## src/rtl/keypad_pkg.sv

```systemverilog
// keypad_pkg: shared constants, scan-state type and key numbering for the 3x3 keypad scanner.
package keypad_pkg;

   // Active-low row drive patterns, ordered {r3,r2,r1}
   localparam logic [2:0] ROW_PAT0 = 3'b110;
   localparam logic [2:0] ROW_PAT1 = 3'b101;
   localparam logic [2:0] ROW_PAT2 = 3'b011;

   localparam logic [3:0] KEY_NONE = 4'd0;

   typedef enum logic [1:0] {
      ROW0 = 2'd0,
      ROW1 = 2'd1,
      ROW2 = 2'd2
   } scan_state_t;

   // Key number for a row/column crossing: 1..9, row-major
   function automatic logic [3:0] key_index(input logic [1:0] row, input logic [1:0] col);
      return {2'b00, row} * 4'd3 + {2'b00, col} + 4'd1;
   endfunction

endpackage

```

## src/rtl/keypad_scanner_if.sv

```systemverilog
// keypad_scanner_if: key delivery channel from the scanner to the lock FSM.
// valid/ready: the scanner raises key_valid with key_code and holds both stable
// until a rising edge sees key_valid && key_ready; key_ready may stay high.
interface keypad_scanner_if;
   logic [3:0] key_code;
   logic       key_valid;
   logic       key_ready;
   logic       key_held;
   logic       overrun;

   modport master (
      output key_code,
      output key_valid,
      output key_held,
      output overrun,
      input  key_ready
   );

   modport slave (
      input  key_code,
      input  key_valid,
      input  key_held,
      input  overrun,
      output key_ready
   );
endinterface

```

## src/rtl/keypad_scanner_debounce.sv

```systemverilog
// keypad_debounce: classifies each full-scan hit image, debounces it over
// DEBOUNCE_SCANS scans and pulses evt_o once per accepted press.
// Optional build macro: KEYPAD_AUTOREPEAT_EN adds a hold counter that re-raises
// the held key every REPEAT_SCANS scans.
module keypad_debounce
   import keypad_pkg::*;
#(
   parameter int DEBOUNCE_SCANS = 3,
   parameter int REPEAT_SCANS   = 40
) (
   input  logic       hwclk,
   input  logic       rst,
   input  logic       scan_done_i,
   input  logic [8:0] hit_i,
   output logic       evt_o,
   output logic [3:0] evt_code_o,
   output logic       key_held_o
);

   localparam int            CW      = $clog2(DEBOUNCE_SCANS + 1);
   localparam logic [CW-1:0] CNT_MAX = CW'(DEBOUNCE_SCANS);

   logic [3:0]    cand;
   logic [3:0]    n_hits;
   logic          ghost;
   logic [3:0]    prev_q, prev_d;
   logic [3:0]    held_q, held_d;
   logic [CW-1:0] cnt_q, cnt_d;
   logic          press_evt;

   // Classify the scan: single key, no key, or several keys (ghost/chord)
   always_comb begin
      cand   = KEY_NONE;
      n_hits = '0;
      for (int r = 0; r < 3; r++) begin
         for (int c = 0; c < 3; c++) begin
            if (hit_i[r*3+c]) begin
               n_hits = n_hits + 4'd1;
               cand   = key_index(2'(r), 2'(c));
            end
         end
      end
      ghost = (n_hits > 4'd1);
   end

   // Stability count and held-key update at each end of scan
   always_comb begin
      prev_d    = prev_q;
      cnt_d     = cnt_q;
      held_d    = held_q;
      press_evt = 1'b0;
      if (scan_done_i) begin
         if (ghost) begin
            cnt_d = '0;
         end else begin
            prev_d = cand;
            if (cand == prev_q) begin
               cnt_d = (cnt_q == CNT_MAX) ? cnt_q : cnt_q + 1'b1;
            end else begin
               cnt_d = CW'(1);
            end
            if (cnt_d == CNT_MAX) begin
               if (cand == KEY_NONE) begin
                  held_d = KEY_NONE;
               end else if (cand != held_q) begin
                  held_d    = cand;
                  press_evt = 1'b1;
               end
            end
         end
      end
   end

   // Debounce state registers
   always_ff @(posedge hwclk or posedge rst) begin
      if (rst) begin
         prev_q <= KEY_NONE;
         held_q <= KEY_NONE;
         cnt_q  <= '0;
      end else begin
         prev_q <= prev_d;
         held_q <= held_d;
         cnt_q  <= cnt_d;
      end
   end

`ifdef KEYPAD_AUTOREPEAT_EN
   localparam int            HW       = $clog2(REPEAT_SCANS + 1);
   localparam logic [HW-1:0] HOLD_MAX = HW'(REPEAT_SCANS);

   logic [HW-1:0] hold_q, hold_d;
   logic          rep_evt;

   // Count scans of continuous hold; repeat the held key every REPEAT_SCANS
   always_comb begin
      hold_d  = hold_q;
      rep_evt = 1'b0;
      if (scan_done_i && !ghost) begin
         if (held_q != KEY_NONE && cand == held_q) begin
            if (hold_q + 1'b1 == HOLD_MAX) begin
               hold_d  = '0;
               rep_evt = 1'b1;
            end else begin
               hold_d = hold_q + 1'b1;
            end
         end else begin
            hold_d = '0;
         end
      end
   end

   // Hold counter register
   always_ff @(posedge hwclk or posedge rst) begin
      if (rst) hold_q <= '0;
      else     hold_q <= hold_d;
   end

   assign evt_o = press_evt | rep_evt;
`else
   logic repeat_unused;
   assign repeat_unused = |REPEAT_SCANS;
   assign evt_o         = press_evt;
`endif

   assign evt_code_o = held_d;
   assign key_held_o = (held_q != KEY_NONE);

endmodule

```

## src/rtl/keypad_scanner.sv

```systemverilog
// keypad_scanner: drives the active-low rows, samples the synchronized columns
// once per row, and hands debounced key codes out over a valid/ready register.
// Optional build macro: KEYPAD_AUTOREPEAT_EN (autorepeat, inside keypad_debounce).
module keypad_scanner
   import keypad_pkg::*;
#(
   parameter int ROW_PERIOD     = 130000,
   parameter int SETTLE_CYCLES  = 64,
   parameter int DEBOUNCE_SCANS = 3,
   parameter int REPEAT_SCANS   = 40
) (
   input  logic                    hwclk,
   input  logic                    rst,
   output logic                    keypad_r1,
   output logic                    keypad_r2,
   output logic                    keypad_r3,
   input  logic                    keypad_c1,
   input  logic                    keypad_c2,
   input  logic                    keypad_c3,
   keypad_scanner_if.master        key_if,
   output scan_state_t             dbg_state_o
);

   localparam int            TW           = $clog2(ROW_PERIOD);
   localparam logic [TW-1:0] TIMER_LAST   = TW'(ROW_PERIOD - 1);
   localparam logic [TW-1:0] TIMER_SAMPLE = TW'(SETTLE_CYCLES);

   scan_state_t   state_q, state_d;
   logic [TW-1:0] timer_q, timer_d;
   logic [2:0]    rows_q, rows_d;
   logic [2:0]    col_meta_q, col_sync_q;
   logic [8:0]    hit_q, hit_d;
   logic          row_end, sample_en, scan_done;
   logic          evt;
   logic [3:0]    evt_code;
   logic          key_held;
   logic [3:0]    code_q, code_d;
   logic          valid_q, valid_d;
   logic          overrun_q, overrun_d;
   logic          accept;

   // Row FSM state and row timer
   always_ff @(posedge hwclk or posedge rst) begin
      if (rst) begin
         state_q <= ROW0;
         timer_q <= '0;
      end else begin
         state_q <= state_d;
         timer_q <= timer_d;
      end
   end

   // Next row: the timer only wraps through a state advance
   always_comb begin
      row_end = (timer_q == TIMER_LAST);
      timer_d = row_end ? '0 : timer_q + 1'b1;
      state_d = state_q;
      if (row_end) begin
         case (state_q)
            ROW0:    state_d = ROW1;
            ROW1:    state_d = ROW2;
            default: state_d = ROW0;
         endcase
      end
   end

   // FSM outputs: next row pattern, column sample strobe, end-of-scan strobe
   always_comb begin
      case (state_d)
         ROW0:    rows_d = ROW_PAT0;
         ROW1:    rows_d = ROW_PAT1;
         default: rows_d = ROW_PAT2;
      endcase
      sample_en = (timer_q == TIMER_SAMPLE);
      scan_done = (state_q == ROW2) && row_end;
   end

   // Registered row drives: all rows idle high while in reset
   always_ff @(posedge hwclk or posedge rst) begin
      if (rst) rows_q <= 3'b111;
      else     rows_q <= rows_d;
   end

   // Two-flop synchronizer for the asynchronous column lines
   always_ff @(posedge hwclk or posedge rst) begin
      if (rst) begin
         col_meta_q <= 3'b111;
         col_sync_q <= 3'b111;
      end else begin
         col_meta_q <= {keypad_c3, keypad_c2, keypad_c1};
         col_sync_q <= col_meta_q;
      end
   end

   // Hit vector: one 3-bit slice per row, cleared as ROW0 begins
   always_comb begin
      hit_d = hit_q;
      if (scan_done) begin
         hit_d = '0;
      end else if (sample_en) begin
         case (state_q)
            ROW0:    hit_d[2:0] = ~col_sync_q;
            ROW1:    hit_d[5:3] = ~col_sync_q;
            default: hit_d[8:6] = ~col_sync_q;
         endcase
      end
   end

   // Hit vector register
   always_ff @(posedge hwclk or posedge rst) begin
      if (rst) hit_q <= '0;
      else     hit_q <= hit_d;
   end

   keypad_debounce #(
      .DEBOUNCE_SCANS (DEBOUNCE_SCANS),
      .REPEAT_SCANS   (REPEAT_SCANS)
   ) u_debounce (
      .hwclk       (hwclk),
      .rst         (rst),
      .scan_done_i (scan_done),
      .hit_i       (hit_q),
      .evt_o       (evt),
      .evt_code_o  (evt_code),
      .key_held_o  (key_held)
   );

   // Output slot: load on event if free or draining this cycle, else flag overrun
   always_comb begin
      accept    = valid_q && key_if.key_ready;
      code_d    = code_q;
      valid_d   = valid_q;
      overrun_d = overrun_q;
      if (accept) begin
         valid_d   = 1'b0;
         overrun_d = 1'b0;
      end
      if (evt) begin
         if (!valid_q || key_if.key_ready) begin
            code_d  = evt_code;
            valid_d = 1'b1;
         end else begin
            overrun_d = 1'b1;
         end
      end
   end

   // Output slot registers
   always_ff @(posedge hwclk or posedge rst) begin
      if (rst) begin
         code_q    <= KEY_NONE;
         valid_q   <= 1'b0;
         overrun_q <= 1'b0;
      end else begin
         code_q    <= code_d;
         valid_q   <= valid_d;
         overrun_q <= overrun_d;
      end
   end

   assign {keypad_r3, keypad_r2, keypad_r1} = rows_q;
   assign key_if.key_code  = code_q;
   assign key_if.key_valid = valid_q;
   assign key_if.key_held  = key_held;
   assign key_if.overrun   = overrun_q;
   assign dbg_state_o      = state_q;

endmodule

```

## src/flat_wrapper.sv

```systemverilog
// flat-port wrapper written by rule: the top's interface ports become plain ports
module keypad_scanner_flat import keypad_pkg::*;
#(
   parameter int ROW_PERIOD     = 130000,
   parameter int SETTLE_CYCLES  = 64,
   parameter int DEBOUNCE_SCANS = 3,
   parameter int REPEAT_SCANS   = 40
)
  (hwclk, rst, keypad_r1, keypad_r2, keypad_r3, keypad_c1, keypad_c2, keypad_c3, dbg_state_o, key_if_key_code, key_if_key_valid, key_if_key_held, key_if_overrun, key_if_key_ready);
  keypad_scanner_if key_if_i ();
  input  logic hwclk;
  input  logic rst;
  output logic keypad_r1;
  output logic keypad_r2;
  output logic keypad_r3;
  input  logic keypad_c1;
  input  logic keypad_c2;
  input  logic keypad_c3;
  output scan_state_t dbg_state_o;
  output wire logic [$bits(key_if_i.key_code)-1:0] key_if_key_code;
  output wire logic [$bits(key_if_i.key_valid)-1:0] key_if_key_valid;
  output wire logic [$bits(key_if_i.key_held)-1:0] key_if_key_held;
  output wire logic [$bits(key_if_i.overrun)-1:0] key_if_overrun;
  input wire logic [$bits(key_if_i.key_ready)-1:0] key_if_key_ready;
  assign key_if_key_code = key_if_i.key_code;
  assign key_if_key_valid = key_if_i.key_valid;
  assign key_if_key_held = key_if_i.key_held;
  assign key_if_overrun = key_if_i.overrun;
  assign key_if_i.key_ready = key_if_key_ready;
  keypad_scanner #(.ROW_PERIOD(ROW_PERIOD), .SETTLE_CYCLES(SETTLE_CYCLES), .DEBOUNCE_SCANS(DEBOUNCE_SCANS), .REPEAT_SCANS(REPEAT_SCANS)) u_core (.hwclk(hwclk), .rst(rst), .keypad_r1(keypad_r1), .keypad_r2(keypad_r2), .keypad_r3(keypad_r3), .keypad_c1(keypad_c1), .keypad_c2(keypad_c2), .keypad_c3(keypad_c3), .key_if(key_if_i), .dbg_state_o(dbg_state_o));
endmodule
```

## config.mk

```make
export PLATFORM = sky130hd
export DESIGN_NAME = keypad_scanner_flat
export DESIGN_NICKNAME = d
export VERILOG_FILES = /design/src/rtl/keypad_pkg.sv /design/src/rtl/keypad_scanner_if.sv /design/src/rtl/keypad_scanner_debounce.sv /design/src/rtl/keypad_scanner.sv /design/src/flat_wrapper.sv
export SDC_FILE = /design/constraint.sdc
export NUM_CORES = 1
export LEC_CHECK = 0
export ABC_AREA = 1
export CAP_MARGIN = 5
export CORE_ASPECT_RATIO = 0.8
export CORE_UTILIZATION = 52
export CTS_CLUSTER_DIAMETER = 40
export DETAILED_ROUTE_END_ITERATION = 16
export PLACE_DENSITY = 0.69
export RECOVER_POWER = 25
export SYNTH_ARGS = -nofsm -noshare
export SYNTH_HDL_FRONTEND = slang
export SYNTH_SLANG_ARGS = --single-unit
export TNS_END_PERCENT = 50
```

## constraint.sdc

```tcl
create_clock -name hwclk -period 5.8 [get_ports hwclk]
set_clock_uncertainty 0.05 [all_clocks]
set_input_delay 1.16 -clock hwclk [delete_from_list [all_inputs] [get_ports hwclk]]
set_output_delay 1.16 -clock hwclk [all_outputs]
set_load 0.05 [all_outputs]
```

Word level (Yosys, flattened, before mapping)
Cells that the tools add are included.
{"block": "totals", "reg_bits": 53, "inputBits": 6, "word_cells": 101}
{"block": "classes", "addsub": 10, "magnitude_cmp": 1, "n_eq_ne": 10, "mux": 47, "n_bitwise": 2, "reduce_logical": 17}
{"op": "two-way mux 4 bit", "n": 21}
{"op": "adder 4 x 1 -> 4 bit (second input constant)", "n": 7}
{"op": "two-way mux 9 bit", "n": 2}
{"op": "adder 17 x 1 -> 17 bit (second input constant)", "n": 1}
{"op": "equality test 17 bit (second input constant)", "n": 1}
{"op": "equality test 17 x 7 -> 1 bit (second input constant)", "n": 1}
{"op": "two-way mux 17 bit", "n": 1}
{"op": "two-way mux 1 bit", "n": 12}
{"op": "two-way mux 2 bit", "n": 6}
{"op": "AND reduction 2 bit", "n": 5}
{"op": "two-way mux 3 bit", "n": 3}
{"op": "equality test 2 bit (second input constant)", "n": 3}
{"op": "case mux 3 bit (2 select lines)", "n": 1}
{"op": "nonzero test 2 bit", "n": 3}
{"op": "equality test 2 x 1 -> 1 bit (second input constant)", "n": 2}
{"op": "equality test 4 bit", "n": 1}
{"op": "> comparator 4 x 1 -> 1 bit (second input constant)", "n": 1}
{"op": "zero test 2 bit", "n": 2}
{"op": "zero test 4 bit", "n": 1}
{"op": "inequality test 4 bit", "n": 1}
{"op": "case mux 2 bit (2 select lines)", "n": 1}
{"op": "nonzero test 4 bit", "n": 1}
{"op": "NOT 3 bit", "n": 1}
{"op": "adder 1 x 1 -> 2 bit (second input constant)", "n": 1}
{"op": "other kinds (7)", "n": 8}

Logic depth before layout (Yosys ltp)
Gate-level depths: netlist (run 1).
{"block": "logic_depth", "depth_word": 25, "mapped_depth": 31, "ltp_nobuf": 31}

Cells and area by module
From an unflattened synthesis (run 1), not the netlist that was laid out.
{"block": "hier_totals", "hier_cells": 477, "hier_area_um2": 3601.0}
{"mod": "keypad_scanner", "instances": 1, "cells_each": 259, "area_per_inst_um2": 2158.3, "seq_area_each_um2": 1087.3}
{"mod": "keypad_debounce", "instances": 1, "cells_each": 218, "area_per_inst_um2": 1442.6, "seq_area_each_um2": 250.2}

Least setup slack after synthesis (run 1)
No wires, ideal clock.
{"block": "synth_path", "path_type": "register to register", "start": "register u_core.hit_q[0]", "end": "register u_core.code_q[2], in the netlist u_core.key_if.key_code[2]", "setup_ns": 0.118, "arrival_ns": 3.999, "t_required_ns": 5.632, "slack_ns": 1.633, "stages_incl_launch_ff": 26, "path_cell_list": "dfrtp_1 inv_1 ha_1 nand2_2 nand2_2 xnor2_1 o21ai_0 ha_1 or2_2 nand2_1 xnor2_1 o21ai_0 ha_1 or2_2 nand3_1 nand2_1 ha_1 nor2_1 a31oi_1 nor2_8 nand3_4 nand2_1 nand2_1 inv_2 nand2_1 nand2_1"}
{"block": "synth_between", "word_cells_on_any_way": 44, "classes_between": "8 x add/sub; 1 x order compare; 3 x eq/ne; 30 x mux; 2 x reduce/logical"}
{"element": "start, declared", "line": "keypad_scanner.sv:32", "source": "logic [8:0] hit_q, hit_d;"}
{"element": "start signal, assigned", "line": "keypad_scanner.sv:112", "source": "else hit_q <= hit_d;"}
{"element": "two-way mux 1 bit (*)", "line": "keypad_scanner_debounce.sv:37", "source": "if (hit_i[r*3+c]) begin"}
{"element": "adder 1 x 1 -> 2 bit", "line": "keypad_scanner_debounce.sv:38", "source": "n_hits = n_hits + 4'd1;"}
{"element": "two-way mux 4 bit", "line": "keypad_scanner_debounce.sv:37"}
{"element": "adder 4 x 1 -> 4 bit", "line": "keypad_scanner_debounce.sv:38"}
{"element": "two-way mux 4 bit", "line": "keypad_scanner_debounce.sv:37"}
{"element": "adder 4 x 1 -> 4 bit", "line": "keypad_scanner_debounce.sv:38"}
{"element": "two-way mux 4 bit", "line": "keypad_scanner_debounce.sv:37"}
{"element": "adder 4 x 1 -> 4 bit", "line": "keypad_scanner_debounce.sv:38"}
{"element": "(+5 left out)"}
{"element": "adder 4 x 1 -> 4 bit", "line": "keypad_scanner_debounce.sv:38"}
{"element": "two-way mux 4 bit", "line": "keypad_scanner_debounce.sv:37"}
{"element": "adder 4 x 1 -> 4 bit", "line": "keypad_scanner_debounce.sv:38"}
{"element": "two-way mux 4 bit", "line": "keypad_scanner_debounce.sv:37"}
{"element": "> comparator 4 x 1 -> 1 bit", "line": "keypad_scanner_debounce.sv:43", "source": "ghost = (n_hits > 4'd1);"}
{"element": "two-way mux 4 bit (*)", "line": "keypad_scanner_debounce.sv:53", "source": "if (ghost) begin"}
{"element": "two-way mux 4 bit (*)", "line": "keypad_scanner_debounce.sv:52", "source": "if (scan_done_i) begin"}
{"element": "via u_core.evt_code[2]", "line": "keypad_scanner.sv:35", "source": "logic [3:0] evt_code;"}
{"element": "end signal, assigned", "line": "keypad_scanner.sv:155", "source": "code_q <= code_d;"}
{"element": "end, declared", "line": "keypad_scanner.sv:37", "source": "logic [3:0] code_q, code_d;"}
The timed path passes the listed nets; every way through them passes the cells marked *. The select of a mux whose other input is x is not followed.
A chain may end at the register's enable or synchronous reset.

Final worst setup path (run 1)
{"block": "layout_path", "start": "register u_core.hit_q[1]", "end": "register u_core.code_q[2], in the netlist u_core.key_if.key_code[2]"}
{"block": "layout_between", "word_cells_on_any_way": 42, "classes_between": "7 x add/sub; 1 x order compare; 3 x eq/ne; 29 x mux; 2 x reduce/logical"}
{"element": "two-way mux 4 bit", "line": "keypad_scanner_debounce.sv:37"}
{"element": "adder 4 x 1 -> 4 bit", "line": "keypad_scanner_debounce.sv:38"}
{"element": "two-way mux 4 bit", "line": "keypad_scanner_debounce.sv:37"}
{"element": "adder 4 x 1 -> 4 bit", "line": "keypad_scanner_debounce.sv:38"}
{"element": "two-way mux 4 bit", "line": "keypad_scanner_debounce.sv:37"}
{"element": "adder 4 x 1 -> 4 bit", "line": "keypad_scanner_debounce.sv:38"}
{"element": "two-way mux 4 bit", "line": "keypad_scanner_debounce.sv:37"}
{"element": "adder 4 x 1 -> 4 bit", "line": "keypad_scanner_debounce.sv:38"}
{"element": "(+3 left out)"}
{"element": "adder 4 x 1 -> 4 bit", "line": "keypad_scanner_debounce.sv:38"}
{"element": "two-way mux 4 bit", "line": "keypad_scanner_debounce.sv:37"}
{"element": "adder 4 x 1 -> 4 bit", "line": "keypad_scanner_debounce.sv:38"}
{"element": "two-way mux 4 bit", "line": "keypad_scanner_debounce.sv:37"}
{"element": "> comparator 4 x 1 -> 1 bit", "line": "keypad_scanner_debounce.sv:43"}
{"element": "two-way mux 4 bit (*)", "line": "keypad_scanner_debounce.sv:53"}
{"element": "two-way mux 4 bit (*)", "line": "keypad_scanner_debounce.sv:52"}
{"element": "via u_core.evt_code[2]", "line": "keypad_scanner.sv:35"}
Marked as above.

==> impl_metrics.tcl, run 1 <==
set metrics [dict create \
    synth_top_area_share_pct 32.98 \
    criticalPathCategory "reg -> reg" \
    violations "capacitance limit, slew limit" \
    drtIter0Drc 233 \
    grt_antenna_before_repair 0 \
    slew_headroom_pct -31.48 \
    hold_class "reg -> reg" \
    p_leak_nw 1.827 \
    ys_ff_latch 53 \
    syn_area_um2 3338 \
    reg2reg_setup_slack_ns 1.21 \
    fin_tns_setup_ns 0 \
    cts.clk_slew.worst_paths_ns 0.09 \
    setup-violations-final 0 \
    die-width_um 91.58 \
    utilization_pct 61.58 \
    cts.sinks 53 \
    ys_seq_area_share_pct 40.07 \
    place_area_um2 3606 \
    tightest_slew_ns 1.970 \
    htree_levels 2 \
    ys_async_sr_fraction_pct 100.0 \
    slew_viol_final 68 \
    synth_common_cells "nand2_1 (112), inv_1 (72), dfrtp_1 (44)" \
    hold_buffers 0 \
    remaining_drc_errors 0 \
    synth_ff_type "dfrtp_1" \
    grt_max_degree 54 \
    synth_area_leaders "dfrtp_1 (33%), nand2_1 (13%), inv_1 (8.1%)" \
    start_util_pct 55.30 \
    power_density_nw_per_um2 174.1 \
    worstPathRequired_ns 5.95 \
    vias 2837 \
    areaGrowthSynthToFinish_pct 11.36 \
    grt_pass1_wl_um 12030 \
    cap_violations 2 \
    gp_congestion 0.9016 \
    root_buffer "clkbuf_8" \
    wl_um 6872 \
    cts_tree "done" \
    core_um2 6037 \
    holdPathStages 0 \
    worstSetupEndpoint "u_core.key_if.key_code[2]" \
    synth_edf_count 0 \
    nets 486 \
    ant_nets 0 \
    clk_latency_ns 0.30 \
    r2r_cells 26 \
    postCtsResizedCells 0 \
    drt-pass1-iter-count 5 \
    rsz0062_at_grt "false" \
    avgSynthCellArea_um2 7.518 \
    period_needed_ns 4.586 \
    synth_most_common_cell "nand2_1" \
    placed_cells 541 \
    dpl.hpwl_um 5282 \
    port_buffers 17 \
    diodes 0 \
    finalHoldViolations 0 \
    period_share_pct 79.07 \
    worst-path-max-fanout 8 \
    die_area_um2 6746 \
    fp.dieH_um 73.67 \
    grt_pass1_vias 2610 \
    via_per_inst 5.168 \
    status "complete, but fails checks" \
    p_total_mw 0.6472 \
    cp-start-kind "flip-flop" \
    syn-num-nets 463 \
    ir_drop_mv 0.1487 \
    clockBufferDepth 2 \
    syn-instance-count 444 \
    yosysTopAreaCell "dfrtp_1" \
    cp-end-kind "flip-flop" \
    fmax_mhz 218.1 \
    rows 25 \
    design_area_um2 3717 \
    rr_endpoint "u_core.key_if.key_code[2]" \
    wl_per_cell_um 12.52 \
    cts_buffers 5 \
    cp.arrival_ns 4.74 \
    ys.warnings.count 0 \
    reg2reg_from "u_core.hit_q[1]" \
    ios 18 \
    ys_types 36 \
    cts_setup_buffers 0 \
    grtUsageTotal_pct 22.56 \
    fill_cells 577 \
    final_cells 549 \
    grt.overflow.total 0 \
    final_layout_size_suffix_gt1_share_pct 11.11 \
    crit_path_start "u_core.hit_q[1]" \
]
## per-layer routing
| metal | vias to the layer above | global-route usage, % | share of wire (%) |
|---|---|---|---|
| met2 | 44 | 34.50 | 41 |
| met4 | 0 | 4.762 | 0.83 |
| met1 | 1317 | 33.84 | 54 |
| met5 | - | 0 | 0 |
| met3 | 6 | 3.623 | 3.4 |
| li1 | 1470 | - | - |
## stage by stage
| step | setup WS, ns | hold WS, ns |
|---|---|---|
| floorplan | 1.633 | 0.2952 |
| global placement | 1.415 | 0.2971 |
| detailed placement | 1.214 | 0.2987 |
| CTS | 1.204 | 0.3123 |
| global route | 0.7886 | 0.3133 |
| finish | 1.214 | 0.3105 |
## placed cells by master, fill, tap and decap left out, types with 7 or more instances in the layout
master / count
nand2_1: 112
inv_1: 72
dfrtp_1: 44
nor2_1: 34
o21ai_0: 28
nand3_1: 26
nor3_1: 18
ha_1: 13
clkdlybuf4s50_1: 13
nand4_1: 12
a21oi_1: 12
nand2_2: 9
dfstp_2: 9
or2_2: 7
nand3_2: 7
xnor2_1: 7
## flip-flops by register name, summed over array words and instances (netlist names)
signal,cells
u_core.timer_q,17
u_core.hit_q,9
u_core.key_if.key_code,4
u_core.u_debounce.held_q,4
u_core.u_debounce.prev_q,4
u_core.col_meta_q,3
u_core.col_sync_q,3
u_core.rows_q,3
u_core.dbg_state_o,2
u_core.u_debounce.cnt_q,2
u_core.key_if.key_valid,1
u_core.key_if.overrun,1
## area by class of cell
class / count / area (µm²) / area share (%)
timing repair buffer: 17 / 170.2 / 4.578
sequential: 53 / 1338 / 35.98
inverter: 74 / 277.8 / 7.472
clock inverter: 1 / 30.03 / 0.8078
tap: 81 / 101.3 / 2.726
clock buffer: 7 / 86.33 / 2.322
multi-input combinational: 316 / 1714 / 46.11
## kinds of logic after synthesis
logic type / after synthesis / synth area share (%)
simple gates: 242 / 35.38
buf+inv: 75 / 8.433
flops: 53 / 40.07
compound gates: 51 / 8.396
fa+ha+maj: 13 / 4.873
xor+xnor: 10 / 2.849
## report_power, final
| group | leakage (nW) | switching, mW | internal, mW | total [mW] |
|---|---|---|---|---|
| combinational | 1.07 | 0.00980 | 0.00391 | 0.0137 |
| clock | 0.0585 | 0.118 | 0.141 | 0.259 |
| sequential | 0.694 | 0.000749 | 0.373 | 0.374 |
| total | 1.83 | 0.129 | 0.518 | 0.647 |
## worst max-delay path, stage by stage, from the launching register on
cell and delay, ns:
dfrtp_1 0.42, inv_1 0.10, ha_1 0.33, inv_1 0.06, nand2_2 0.07, nand2_2 0.08, xnor2_1 0.13, o21ai_0 0.25
ha_1 0.29, or2_2 0.30, nand2_1 0.13, xnor2_1 0.08, o21ai_0 0.24, ha_1 0.29, or2_2 0.30, nand3_1 0.11
nand2_1 0.08, ha_1 0.28, nor2_1 0.04, a31oi_1 0.37, nor2_8 0.12, nand3_4 0.12, nand2_1 0.05, nand2_1 0.07
inv_2 0.04, nand2_1 0.04, nand2_1 0.04
## how the worst min path moves through the flow
stage                               startpoint              endpoint  slack (ns)
after floorplan           u_core.col_meta_q[0]  u_core.col_sync_q[0]        0.30
after global placement    u_core.col_meta_q[0]  u_core.col_sync_q[0]        0.30
after detailed placement  u_core.col_meta_q[0]  u_core.col_sync_q[0]        0.30
after CTS                 u_core.col_meta_q[2]  u_core.col_sync_q[2]        0.31
after global routing      u_core.col_meta_q[2]  u_core.col_sync_q[2]        0.31
final                     u_core.col_meta_q[0]  u_core.col_sync_q[0]        0.31
(Power assumes the default switching activity.)
==> run 2: changes to the inputs <==
Clock period 5.8 ns to 4.77 ns, I/O delays scaled along.
==> impl_metrics.tcl, run 2 (same netlist as run 1, synthesis figures left out) <==
set metrics [dict create \
    status "complete, but fails checks" \
    violations "capacitance limit, slew limit" \
    fmax_mhz 229.6 \
    placed_cells 541 \
    hold_class "reg -> reg" \
    cap_violations 2 \
    core_um2 6037 \
    grt_antenna_before_repair 0 \
    drt-pass1-iter-count 5 \
    worstPathRequired_ns 4.92 \
    slew_headroom_pct -31.15 \
    tightest_slew_ns 1.965 \
    vias 2873 \
    critPathMaxStageDelay_ns 0.40 \
    cts_buffers 5 \
    wl_per_cell_um 12.49 \
    period_share_pct 91.32 \
    clockBufferDepth 2 \
    r2r_cells 26 \
    root_buffer "clkbuf_8" \
    period_needed_ns 4.356 \
    cts_tree "done" \
    slew_viol_final 68 \
    cp-start-kind "flip-flop" \
    diodes 0 \
    grt.overflow.total 0 \
    rows 25 \
    cts.clk_slew.worst_paths_ns 0.09 \
    layout_common_cells "nand2_1 (112), inv_1 (72), dfrtp_1 (43), nor2_1 (34), nand3_1 (26)" \
    p_leak_nw 1.834 \
    ios 18 \
    finalHoldViolations 0 \
    criticalPathCategory "reg -> reg" \
    crit_slowest_cell "dfrtp_1" \
    remaining_drc_errors 0 \
    via_per_inst 5.214 \
    final_common_cell "nand2_1" \
    die-width_um 91.58 \
    worst-path-max-fanout 8 \
    cp_common_cell "nand2_1" \
    grt_pass1_wl_um 12030 \
    fin_tns_setup_ns 0 \
    holdPathStages 0 \
    die_area_um2 6746 \
    largest_reg_flops 17 \
    top_regs "u_core.timer_q (17), u_core.hit_q (9)" \
    gp_congestion 0.9016 \
    wl_um 6881 \
    final_layout_size_suffix_gt1_share_pct 11.70 \
    grt_pass1_vias 2610 \
    ant_nets 0 \
    cp.arrival_ns 4.51 \
    fp.dieH_um 73.67 \
    setup-violations-final 0 \
    nets 488 \
    place_area_um2 3606 \
    grtUsageTotal_pct 22.56 \
    cts.sinks 53 \
    rsz0062_at_grt "false" \
    grt_max_degree 54 \
    ir_drop_mv 0.1808 \
    whs_ns 0.3105 \
    cp-end-kind "flip-flop" \
    power_density_nw_per_um2 210.8 \
    areaGrowthSynthToFinish_pct 11.84 \
    port_buffers 17 \
    design_area_um2 3734 \
    utilization_pct 61.84 \
    dpl.hpwl_um 5282 \
    reg2reg_setup_slack_ns 0.41 \
    htree_levels 2 \
    start_util_pct 55.30 \
    largest-register "u_core.timer_q" \
    clk_latency_ns 0.30 \
    final_cells 551 \
    drtIter0Drc 256 \
]
-- run 2: cell types whose count changed in the layout (fill, tap and decap cells not counted), sizes merged --
| cell | change |
|---|---|
| buf | +2 |
-- run 2: timing repair --
action,4_1_cts,5_1_grt
gates resized for setup,0,4
hold buffers,0,0
endpoints found under the hold margin,0,0
setup buffers,0,2
endpoints found under the setup margin,0,16
-- run 2: power breakdown --
part	total, mW	internal [mW]	switching [mW]
Combinational	0.0167	0.00476	0.0119
Sequential	0.455	0.454	0.000911
Clock	0.315	0.171	0.144
-- run 2: final timing paths --
path / end / start
worst max-delay path: u_core.key_if.key_code[2] / u_core.hit_q[1]
max in group asynchronous: u_core.hit_q[0] / rst
worst min-delay path: u_core.col_sync_q[0] / u_core.col_meta_q[0]
worst max register to register: u_core.key_if.key_code[2] / u_core.hit_q[1]
min in group asynchronous: u_core.key_if.overrun / rst
worst min register to register: u_core.col_sync_q[0] / u_core.col_meta_q[0]
-- run 2: area by class of cell --
| type | instances | area (µm²) |
|---|---|---|
| clock buffers | 7 | 86.33 |
| inverters | 74 | 277.8 |
| repair buffers | 19 | 185.2 |
| fillers | 572 | 2303 |
| flip-flops and latches | 53 | 1339 |
| clock inverters | 1 | 30.03 |
| well taps | 81 | 101.3 |
| multi-input cells | 316 | 1714 |
-- run 2: routing by layer --
layer,share of wire (%),global-route usage [%],vias to the layer above
li1,-,-,1474
met1,54,33.84,1332
met2,41,34.50,61
met3,4.0,3.623,6
met4,0.83,4.762,0
met5,0,0,-
-- run 2: metrics by stage --
| stage | setup WS (ns) | power, mW |
|---|---|---|
| 6_report | 0.4142 | 0.7870 |
| 4_1_cts | 0.1745 | 0.7982 |
| 3_5_place_dp | 0.1843 | 0.4819 |
| 5_1_grt | 0.01230 | 0.8149 |
| 2_1_floorplan | 0.6035 | 0.4732 |
| 3_3_place_gp | 0.3849 | 0.4817 |
-- run 2: worst max-delay path, delay by kind of cell (launching register included) --
kind	cells	cell delay, ns
AO/OA/AOI/OAI	3	0.72
XOR/XNOR	2	0.21
adder cells (fa/ha/maj)	4	1.14
buffers and inverters	3	0.19
flip-flops	1	0.40
AND/OR/NAND/NOR	14	1.53
==> run 3: changes to the inputs <==
Settings changed: CAP_MARGIN 5 to 30.
==> impl_metrics.tcl, run 3 (same netlist as run 1, synthesis figures left out) <==
set metrics [dict create \
    criticalPathCategory "reg -> reg" \
    fill_cells 550 \
    grtUsageTotal_pct 22.32 \
    slew_viol_final 38 \
    ios 18 \
    worstPathRequired_ns 4.98 \
    grt.overflow.total 0 \
    violations "capacitance limit, slew limit" \
    gp_congestion 0.9016 \
    fin_tns_setup_ns 0 \
    grt_antenna_before_repair 0 \
    cap_violations 1 \
    htree_levels 2 \
    core_um2 6037 \
    p_seq_share_pct 61.7 \
    via_per_inst 5.127 \
    ir_drop_mv 0.1612 \
    areaGrowthSynthToFinish_pct 11.21 \
    nets 488 \
    p_sw_mw 0.1721 \
    rows 25 \
    layout_common_cells "nand2_1 (112), inv_1 (72), dfrtp_1 (43), nor2_1 (34), nand3_1 (26)" \
    rsz0062_at_grt "false" \
    power_density_nw_per_um2 198.7 \
    diodes 0 \
    grt_pass1_vias 2495 \
    start_util_pct 55.30 \
    cts.sinks 53 \
    cts.clk_slew.worst_paths_ns 0.10 \
    cp.arrival_ns 4.54 \
    netSwitchingFraction_pct 23.34 \
    ant_nets 0 \
    tightest_slew_ns 1.889 \
    holdPathStages 0 \
    worst-path-max-fanout 8 \
    die_area_um2 6746 \
    drt-pass1-iter-count 5 \
    largest-register "u_core.timer_q" \
    final_layout_size_suffix_gt1_share_pct 11.91 \
    setup-violations-final 0 \
    cts_tree "done" \
    clock_power_share_pct 36.0 \
    placed_cells 542 \
    hold_class "reg -> reg" \
    drtIter0Drc 206 \
    slew_headroom_pct -25.91 \
    die-width_um 91.58 \
    register_area_um2 1339 \
    grt_pass1_wl_um 11830 \
    p_leak_nw 1.816 \
    period_share_pct 90.89 \
    wl_um 6844 \
    final_common_cell "nand2_1" \
    cts_buffers 5 \
    root_buffer "clkbuf_8" \
    fmax_mhz 230.7 \
    port_buffers 17 \
    cp-start-kind "flip-flop" \
    status "complete, but fails checks" \
    finalHoldViolations 0 \
    multi_input_area_um2 1719 \
    wl_per_cell_um 12.42 \
    top_regs "u_core.timer_q (17), u_core.hit_q (9)" \
    vias 2825 \
    hold_buffers 0 \
    grt_max_degree 38 \
    clockBufferDepth 2 \
    dpl.hpwl_um 5402 \
    period_needed_ns 4.335 \
    r2r_cells 24 \
    final_cells 551 \
    largest_reg_flops 17 \
    p_comb_share_pct 2.3 \
    fp.dieH_um 73.67 \
    cp-end-kind "flip-flop" \
    remaining_drc_errors 0 \
    p_int_mw 0.5654 \
    clk_latency_ns 0.31 \
]
[run 3: changes by cell type in the layout (fill, tap and decap cells not counted)]
cell,before,now
clkbuf_8,6,5
clkinvlp_4,0,1
bufinv_16,1,0
inv_6,0,1
buf_4,2,1
clkinv_4,0,1
nor3_1,18,17
nor3_2,1,2
[run 3: path summary, 6_finish.rpt]
path | to | from | slack, ns
setup / recovery | u_core.key_if.key_code[3] | u_core.hit_q[0] | 0.43
hold / removal | u_core.col_sync_q[0] | u_core.col_meta_q[0] | 0.30
setup reg to reg | u_core.key_if.key_code[3] | u_core.hit_q[0] | 0.43
hold reg to reg | u_core.col_sync_q[0] | u_core.col_meta_q[0] | 0.30
max in group asynchronous | u_core.hit_q[0] | rst | 1.23
min in group asynchronous | u_core.key_if.key_code[0] | rst | 1.12
[run 3: final cells by class]
cell class	instances	share of cell area (%)
multi-input cells	316	46.31
flip-flops and latches	53	36.06
inverters	74	7.482
repair buffers	19	4.887
well taps	81	2.730
clock buffers	5	1.854
clock inverters	3	0.6741
[run 3: critical path, stage by stage, from the launching register on]
cell,delay (ns)
dfrtp_2,0.42
inv_1,0.07
ha_1,0.34
nand2_2,0.12
nand2_2,0.10
xnor2_1,0.13
o21ai_1,0.18
ha_1,0.27
or2_2,0.30
nand2_1,0.13
xnor2_1,0.08
o21ai_1,0.17
ha_1,0.25
or2_2,0.30
nand3_1,0.11
nand2_1,0.08
ha_1,0.27
nor2_1,0.04
a31oi_1,0.36
nor2_8,0.10
nand3_4,0.12
nand2_1,0.06
nand2_1,0.10
nand2_1,0.07
nand2_1,0.07
[run 3: power by group through the flow]
| stage | Combinational (mW) | Clock (mW) | Sequential (mW) |
|---|---|---|---|
| global route | 0.0197 | 0.291 | 0.456 |
| floorplan | 0.00825 | 0 | 0.465 |
| detailed placement | 0.0205 | 0 | 0.464 |
| global placement | 0.0182 | 0 | 0.464 |
| finish | 0.0170 | 0.265 | 0.455 |
| CTS | 0.0205 | 0.274 | 0.455 |
[run 3: layer usage]
layer	vias up	GRT usage [%]	routed length (µm)
met5	-	0	0
met4	0	4.586	19
met3	2	5.072	384
li1	1476	-	-
met2	74	32.25	2780
met1	1273	34.06	3660
[run 3: repair_timing]
item	4_1_cts	5_1_grt
buffers inserted	0	1
endpoints found under the setup margin	0	15
resized for setup	0	4
hold endpoints to repair	0	0
[run 3: metrics by stage]
step	worst slack, ns	util [%]	power [mW]	instance area, µm²	hold slack [ns]
detailed placement	0.1953	60.06	0.4841	3626	0.2976
floorplan	0.6035	-	0.4732	3338	0.2952
global route	0.05870	61.49	0.7659	3712	0.3093
CTS	0.1861	61.62	0.7495	3720	0.3076
global placement	0.3849	59.73	0.4817	3606	0.2971
finish	0.4347	61.49	0.7376	3712	0.3045
